**config.mk**
```make
export PLATFORM = sky130hd
export DESIGN_NAME = alu_issue_unit
export DESIGN_NICKNAME = d
export VERILOG_FILES = /design/src/rtl/alu_issue_unit.sv
export SDC_FILE = /design/constraint.sdc
export NUM_CORES = 1
export LEC_CHECK = 0
export BUFFER_PORTS_ARGS = -buffer_cell sky130_fd_sc_hd__buf_2
export CAP_MARGIN = 20
export CELL_PAD_IN_SITES_DETAIL_PLACEMENT = 1
export CELL_PAD_IN_SITES_GLOBAL_PLACEMENT = 2
export CORE_MARGIN = 2
export CORE_UTILIZATION = 35
export DETAILED_ROUTE_END_ITERATION = 12
export PLACE_DENSITY = 0.73
export SLEW_MARGIN = 20
export SYNTH_ARGS = -nofsm -noshare
export SYNTH_HDL_FRONTEND = slang
export SYNTH_SLANG_ARGS = --single-unit
```
**constraint.sdc**
```tcl
create_clock -name clk -period 1.7 [get_ports clk]
set_input_delay 0.255 -clock clk [delete_from_list [all_inputs] [get_ports clk]]
set_output_delay 0.255 -clock clk [all_outputs]
set_load 0.005 [all_outputs]
```
**src/rtl/alu_issue_unit.sv**
```systemverilog
// ALU issue unit: small register file, operand staging for an external ALU,
// and a three-state IDLE/EXEC/WB sequencer with result writeback.
module alu_issue_unit #(
  parameter int REG_COUNT  = 8,
  parameter int REG_ADDR_W = 3
) (
  input  logic                  clk,
  input  logic                  rst_n,
  input  logic                  instr_valid,
  output logic                  instr_ready,
  input  logic [1:0]            instr_op,
  input  logic [REG_ADDR_W-1:0] instr_rs1,
  input  logic [REG_ADDR_W-1:0] instr_rs2,
  input  logic [REG_ADDR_W-1:0] instr_rd,
  input  logic                  load_valid,
  input  logic [REG_ADDR_W-1:0] load_addr,
  input  logic [31:0]           load_data,
  output logic [31:0]           busA,
  output logic [31:0]           busB,
  output logic [1:0]            ALUControl,
  input  logic [31:0]           alu_out,
  input  logic                  alu_overflow,
  input  logic                  alu_negative,
  input  logic                  alu_zero,
  output logic [2:0]            flags,
  output logic                  done,
  input  logic [REG_ADDR_W-1:0] dbg_addr,
  output logic [31:0]           dbg_data
);

  typedef enum logic [1:0] {
    IDLE,
    EXEC,
    WB
  } state_t;

  state_t state, state_nx;

  logic [31:0]           regs [REG_COUNT];
  logic [REG_ADDR_W-1:0] rd_q;
  logic [31:0]           res_q;
  logic [2:0]            rflg_q;

  logic accept;
  logic load_we;
  logic wb_we;

  function automatic logic [31:0] rdreg(
    input logic [REG_ADDR_W-1:0] idx
  );
    rdreg = (idx == '0) ? 32'd0 : regs[idx];
  endfunction

  assign instr_ready = (state == IDLE) && !load_valid;
  assign accept      = instr_valid && instr_ready;
  assign load_we     = (state == IDLE) && load_valid && (load_addr != '0);
  assign wb_we       = (state == WB) && (rd_q != '0);
  assign done        = (state == WB);
  assign dbg_data    = rdreg(dbg_addr);

  always_comb begin
    state_nx = state;
    unique case (state)
      IDLE:    if (accept) state_nx = EXEC;
      EXEC:    state_nx = WB;
      WB:      state_nx = IDLE;
      default: state_nx = IDLE;
    endcase
  end

  always_ff @(posedge clk or negedge rst_n) begin
    if (!rst_n) state <= IDLE;
    else        state <= state_nx;
  end

  // loads only happen in IDLE and writeback only in WB, so they never collide
  always_ff @(posedge clk or negedge rst_n) begin
    if (!rst_n) begin
      for (int i = 0; i < REG_COUNT; i++) regs[i] <= 32'd0;
    end else begin
      for (int i = 1; i < REG_COUNT; i++) begin
        if (load_we && load_addr == REG_ADDR_W'(i))
          regs[i] <= load_data;
        else if (wb_we && rd_q == REG_ADDR_W'(i))
          regs[i] <= res_q;
      end
    end
  end

  always_ff @(posedge clk or negedge rst_n) begin
    if (!rst_n) begin
      busA       <= 32'd0;
      busB       <= 32'd0;
      ALUControl <= 2'b00;
      rd_q       <= '0;
    end else if (accept) begin
      busA       <= rdreg(instr_rs1);
      busB       <= rdreg(instr_rs2);
      ALUControl <= instr_op;
      rd_q       <= instr_rd;
    end
  end

  always_ff @(posedge clk or negedge rst_n) begin
    if (!rst_n) begin
      res_q  <= 32'd0;
      rflg_q <= 3'b000;
    end else if (state == EXEC) begin
      res_q  <= alu_out;
      rflg_q <= {alu_overflow, alu_negative, alu_zero};
    end
  end

  // flags track every completed instruction, including rd = r0
  always_ff @(posedge clk or negedge rst_n) begin
    if (!rst_n)           flags <= 3'b000;
    else if (state == WB) flags <= rflg_q;
  end

endmodule

```
### Yosys cells after proc, flatten, opt, wreduce, memory -nomap -nowiden

Index checks and enable logic that the tools add are counted.

| operators by class | value |
|---|---|
| order comparisons | 3 |
| reductions and logical operators | 33 |
| bitwise operators | 3 |
| eq/ne operators | 17 |
| mux-type cells | 28 |

Operator list:

| kind | count |
|---|---|
| 2-to-1 mux 32 bit | 23 |
| binary-select mux 32 bit (select 3 bit) | 3 |
| == test 3 bit, second input constant | 8 |
| logical AND 1 bit | 19 |
| nonzero test 2 bit | 7 |
| == test 3 x 2 -> 1 bit, second input constant | 4 |
| greater-or-equal comparator 4 bit, second input constant | 3 |
| inverter 3 -> 4 bit | 3 |
| zero test 3 bit | 3 |
| == test 3 x 1 -> 1 bit, second input constant | 2 |
| nonzero test 3 bit | 2 |
| one-hot mux 2 bit (2 select lines) | 1 |
| == test 2 x 1 -> 1 bit, second input constant | 1 |
| == test 2 bit, second input constant | 1 |
| zero test 2 bit | 1 |
| 2-to-1 mux 2 bit | 1 |
| != test 2 bit, second input constant | 1 |
| zero test 1 bit | 1 |

| storage, ports and cells | value |
|---|---|
| bits in registers | 333 |
| output and inout bits | 103 |
| input bits | 88 |

### Longest topological paths before layout

| depth | value |
|---|---|
| word-level depth | 5 |
| mapped depth | 7 |

### Worst setup path before layout

OpenSTA, ideal clock, no wires.

| timing | value |
|---|---|
| path type | input-to-output |
| from | input port dbg_addr[0] |
| to | output port dbg_data[22] |
| arrival time | 1.466 ns |
| path slack | -0.021 ns |
| data required time | 1.445 ns |
| buffers on the path | 2 |
| stages on the path | 5 |
| cells stage by stage | buf_2 -> buf_2 -> mux4_2 -> inv_1 -> a21oi_1 |

| on the way | value |
|---|---|
| cells in the longest elaborated chain, start to end | 5 |

RTL lines:

| item | line | RTL |
|---|---|---|
| start: declaration | 27 | `input logic [REG_ADDR_W-1:0] dbg_addr,` |
| inverter 3 -> 4 bit (not written as such) | 51 | `rdreg = (idx == '0) ? 32'd0 : regs[idx];` |
| binary-select mux 32 bit (select 3 bit) | 51 |  |
| 2-to-1 mux 32 bit (not written as such) (2 in series) | 51 |  |
| 2-to-1 mux 32 bit (*) | 51 |  |
| end: declaration | 28 | `output logic [31:0] dbg_data` |

Every way passes the cells marked *; elsewhere a longest branch is shown, timed or not. The select of a mux whose other input is x is not followed.

### Final worst setup path

| timing | value |
|---|---|
| from | register regs[59] in the netlist's numbering |
| to | output port dbg_data[27] |

| on the way | value |
|---|---|
| cells in the longest elaborated chain, start to end | 4 |

RTL lines:

| item | line | RTL |
|---|---|---|
| start: declaration | 39 | `logic [31:0] regs [REG_COUNT];` |
| start signal: indexed assignment | 83 | `regs[i] <= load_data;` |
| start signal: indexed assignment | 85 | `regs[i] <= res_q;` |
| binary-select mux 32 bit (select 3 bit) | 51 |  |
| 2-to-1 mux 32 bit (not written as such) (2 in series) | 51 |  |
| 2-to-1 mux 32 bit | 51 |  |

No other way between the ends. The select of a mux whose other input is x is not followed.

==> flow_summary.json <==
{
  "buffers_inverters_on_critical_path": 2,
  "seq_power_share_pct": 36.4,
  "timing.critical_path.fanout_max": 2,
  "vdd_drop_max_uv": 724,
  "synth_area_leaders": "sky130_fd_sc_hd__dfrtp_1 43%, sky130_fd_sc_hd__mux2i_1 18%, sky130_fd_sc_hd__mux2_2 7.8%, sky130_fd_sc_hd__a21oi_1 5.4%, sky130_fd_sc_hd__mux4_2 3.8%",
  "clock_tree_from_tritoncts": "yes",
  "synth_sequential_area_ratio_pct": 42.5,
  "port_buffers": 190,
  "die_height_um": 241,
  "syn_inst": 1905,
  "area_growth_syn_to_layout_pct": 50.1,
  "placed_cell_area_um2": 22900,
  "globalRoute.totalOverflow": 0,
  "yosys_warnings": 32,
  "initialDrtViolationCount": 1714,
  "status": "finished, violations left",
  "cell_at_the_root_of_the_clock_tree": "sky130_fd_sc_hd__clkbuf_16",
  "place.detailed.hpwl_mm": 52.1,
  "violations_in_the_final_reports": "negative setup slack",
  "drtAntennaViolNets": 0,
  "path_category_of_the_worst_min_delay_check": "input port to register",
  "slew_headroom_pct": 29.1,
  "finalWorstSetupSlack_ns": -0.388,
  "clock_network_power_share_pct": 24.7,
  "dp_slack_ns": -0.177,
  "crit_path_cell_trace": "mux4_2, inv_2, a21oi_2, buf_2",
  "design_power_total_w": 0.0367,
  "power.combinational.fraction_pct": 38.9,
  "maxSlewViolCount": 0,
  "final_area_um2": 29400,
  "grt_antenna_before_repair": 0,
  "worst-endpoint-required_ns": 1.44,
  "synth_edf_count": 0,
  "timing.critical_path.to_type": "output pin",
  "max_cap_violations": 0,
  "drcViolationCount": 0,
  "post_layout_nonfiller_instances": 3208,
  "final_min_period_over_clock_period_pct": 123,
  "gp_congestion": 0.851,
  "die-width_um": 241,
  "finalWorstPathRequiredPeriod_ns": 2.09,
  "post-synth-top-area-fraction_pct": 42.5,
  "placed_cells": 2820,
  "rsz0062_at_grt": "yes",
  "tritoncts_num_sinks": 333,
  "drt-pass1-iter-count": 5,
  "synth_fp_nets": 1993,
  "path_delay_family": "multiplexers",
  "max_slew.worst_pin.slew_ns": 1.06,
  "design.die.area_um2": 57900,
  "hold_viol": 0,
  "finalNetCount": 2518,
  "route.detailed.vias_per_inst": 6.09,
  "yosys.area.top_type": "sky130_fd_sc_hd__dfrtp_1",
  "grt_pass1_wl_mm": 129,
  "layout_cells_sized_above_1_pct": 45.9,
  "grt_use_total_pct": 30.2,
  "totalWireLength_mm": 98.0,
  "cts.htree.levels": 2,
  "vias": 19521,
  "fin_worst_skew_ns": 0.0290,
  "pin_count": 191,
  "vias_in_the_first_global_route": 19515,
  "setup_viol": 291,
  "ys_ff_latch": 333,
  "internal_power_w": 0.0234,
  "switching_share_pct": 36.2,
  "async_reset_ff_share_pct": 100,
  "power_per_cell_area_nw_per_um2": 1250,
  "syn-cell-area_um2": 19600,
  "slowest_delay_ns": 0.51,
  "cts_inserted_buffers": 42,
  "power.leakage_nw": 12.7,
  "clock.fmax_mhz": 479,
  "floorplan.initialDensity_pct": 35.5,
  "syn_avg_cell_area_um2": 10.3,
  "criticalPathCategory": "register to output pin",
  "clk-insertion-delay-late_ns": 0.60,
  "synth_cell_types": 37,
  "grt_start_max_net_pins": 78,
  "fp.coreArea_um2": 55200,
  "wl_per_cell_um": 30.6,
  "ys_dominant_reg_cell": "sky130_fd_sc_hd__dfrtp_1",
  "power_switching_w": 0.0133,
  "critical_path_arrival_ns": 1.83,
  "worst_hold_slack_ns": 0.0151,
  "cts.path.max_buffers": 3,
  "crit_slowest_cell": "sky130_fd_sc_hd__mux4_2",
  "cts.clk_slew.worst_paths_ns": 0.06,
  "setup.worst_path.start_class": "register",
  "row_count": 86
}
-- through the flow --
stage,setup TNS (ns),utilization (%)
finish,-46.44,53.3
global placement,-8.66,41.5
floorplan,0,-
global route,-57.63,53.3
CTS,-28.36,49.2
detailed placement,-14.97,41.5
-- path summary, 6_finish.rpt --
| kind | endpoint | depth (start not counted) | slack, ns | start |
|---|---|---|---|---|
| min reg2reg | ALUControl[0]$_DFFE_PN0P_ | 2 | 0.48 | ALUControl[0]$_DFFE_PN0P_ |
| max in group asynchronous | busA[18]$_DFFE_PN0P_ | 3 | 0.70 | rst_n |
| min in group asynchronous | res_q[4]$_DFFE_PN0N_ | 2 | 0.16 | rst_n |
| max reg2reg | regs[135]$_DFFE_PN0P_ | 8 | -0.34 | state[0]$_DFFE_PN0P_ |
| min | regs[15]$_DFFE_PN0P_ | 3 | 0.02 | load_data[15] |
| max | dbg_data[27] | 4 | -0.39 | regs[59]$_DFFE_PN0P_ |
-- what timing repair did --
item | 4_1_cts | 5_1_grt
buffers inserted | 169 | 46
endpoints found under the hold margin | 376 | 0
setup endpoints to repair | 203 | 306
gates cloned | 17 | 30
pin swaps | 100 | 103
hold buffers | 70 | 0
resized for setup | 163 | 336
-- state kept, by name, summed over array words and instances (netlist names) --
| signal | cells |
|---|---|
| state | 2 |
| regs | 224 |
| flags | 3 |
| busA | 32 |
| ALUControl | 2 |
| rd_q | 3 |
| rflg_q | 3 |
| busB | 32 |
| res_q | 32 |
-- routing by layer --
metal  vias up  routed length, um  track usage, %
met2      1023              44700            48.5
met4         0               5550            13.3
met1     10090              39600            40.5
li1       8090                  -               -
met3       318               8160            4.45
met5         -                  0               0
-- worst register-to-register path: stages, from the launching register on --
cell and delay (ns):
sky130_fd_sc_hd__dfrtp_1 0.38, sky130_fd_sc_hd__nand3b_1 0.25, sky130_fd_sc_hd__buf_4 0.19, sky130_fd_sc_hd__buf_6 0.12, sky130_fd_sc_hd__nor3b_4 0.20, sky130_fd_sc_hd__buf_6 0.20, sky130_fd_sc_hd__buf_12 0.16, sky130_fd_sc_hd__mux2i_1 0.28
sky130_fd_sc_hd__o21ai_1 0.13
-- power by group through the flow --
stage / sequential [W] / clock, W / combinational [W]
detailed placement: 0.0138 / 0 / 0.00898
finish: 0.0134 / 0.00904 / 0.0143
floorplan: 0.0124 / 0 / 0.00633
global placement: 0.0137 / 0 / 0.00863
CTS: 0.0130 / 0.00911 / 0.0123
global route: 0.0136 / 0.00947 / 0.0152
-- layout by cell type (no fill, tap or decap), types with 6 or more instances in the layout --
cell | synthesis | routed
sky130_fd_sc_hd__dfrtp_1 | 333 | 333
sky130_fd_sc_hd__mux2i_4 | 0 | 14
sky130_fd_sc_hd__buf_12 | 0 | 79
sky130_fd_sc_hd__inv_2 | 1 | 27
sky130_fd_sc_hd__o221ai_1 | 39 | 9
sky130_fd_sc_hd__o22ai_1 | 11 | 11
sky130_fd_sc_hd__mux2_4 | 0 | 13
sky130_fd_sc_hd__buf_4 | 11 | 280
sky130_fd_sc_hd__o22a_1 | 39 | 39
sky130_fd_sc_hd__a21oi_2 | 0 | 56
sky130_fd_sc_hd__a221oi_2 | 0 | 21
sky130_fd_sc_hd__nor2_2 | 0 | 25
sky130_fd_sc_hd__a221oi_4 | 0 | 9
sky130_fd_sc_hd__mux2i_2 | 0 | 12
sky130_fd_sc_hd__buf_16 | 0 | 13
sky130_fd_sc_hd__buf_6 | 0 | 26
sky130_fd_sc_hd__nor2_1 | 182 | 119
sky130_fd_sc_hd__o221ai_2 | 0 | 28
sky130_fd_sc_hd__a221oi_1 | 55 | 25
sky130_fd_sc_hd__o31ai_4 | 0 | 10
sky130_fd_sc_hd__dlygate4sd3_1 | 0 | 70
sky130_fd_sc_hd__mux2_2 | 135 | 122
sky130_fd_sc_hd__a221o_1 | 12 | 12
sky130_fd_sc_hd__a21oi_1 | 212 | 156
sky130_fd_sc_hd__mux2i_1 | 351 | 325
sky130_fd_sc_hd__o21ai_1 | 30 | 65
sky130_fd_sc_hd__clkbuf_8 | 0 | 8
sky130_fd_sc_hd__clkbuf_1 | 124 | 12
sky130_fd_sc_hd__a22oi_1 | 20 | 20
sky130_fd_sc_hd__nand2_4 | 0 | 6
sky130_fd_sc_hd__nor2_4 | 0 | 38
sky130_fd_sc_hd__clkinv_2 | 0 | 7
sky130_fd_sc_hd__o21ai_0 | 47 | 8
sky130_fd_sc_hd__clkbuf_16 | 0 | 64
sky130_fd_sc_hd__mux4_2 | 33 | 33
sky130_fd_sc_hd__nand2_1 | 110 | 93
sky130_fd_sc_hd__buf_8 | 0 | 8
sky130_fd_sc_hd__nand2_2 | 0 | 8
sky130_fd_sc_hd__buf_2 | 55 | 183
sky130_fd_sc_hd__a211oi_1 | 20 | 20
-- synth_stat cells (11+ instances only) --
cell type                  number
sky130_fd_sc_hd__mux4_2        33
sky130_fd_sc_hd__nor2_1       182
sky130_fd_sc_hd__mux2i_1      351
sky130_fd_sc_hd__o22a_1        39
sky130_fd_sc_hd__buf_4         11
sky130_fd_sc_hd__o21ai_0       47
sky130_fd_sc_hd__a21oi_1      212
sky130_fd_sc_hd__nand2_1      110
sky130_fd_sc_hd__buf_2         55
sky130_fd_sc_hd__dfrtp_1      333
sky130_fd_sc_hd__o31ai_1       11
sky130_fd_sc_hd__a221o_1       12
sky130_fd_sc_hd__a221oi_1      55
sky130_fd_sc_hd__mux2_2       135
sky130_fd_sc_hd__buf_1         11
sky130_fd_sc_hd__a22oi_1       20
sky130_fd_sc_hd__o21ai_1       30
sky130_fd_sc_hd__a211oi_1      20
sky130_fd_sc_hd__o22ai_1       11
sky130_fd_sc_hd__o221ai_1      39
sky130_fd_sc_hd__inv_1         32
sky130_fd_sc_hd__clkbuf_1     124
-- final cells by class --
class,count,area (um^2)
antenna,1,2.50
clock buffer,63,1230
clock inverter,10,104
fill,5788,25800
inverter,33,150
multi-input combinational,1339,12000
sequential,333,8330
tap,748,936
timing repair buffer,680,6600
timing repair inverter,1,16.3
-- cells by family (layout without fill, tap and decap cells) --
group	Yosys count	after routing	share of synthesized area [%]
compound gates	498	498	16.3
buf+inv	234	787	5.04
simple gates	321	322	6.62
mux	519	519	29.5
flops	333	333	42.5
other cells	0	1	0
No activity file was read; power rests on OpenSTA's default activity.
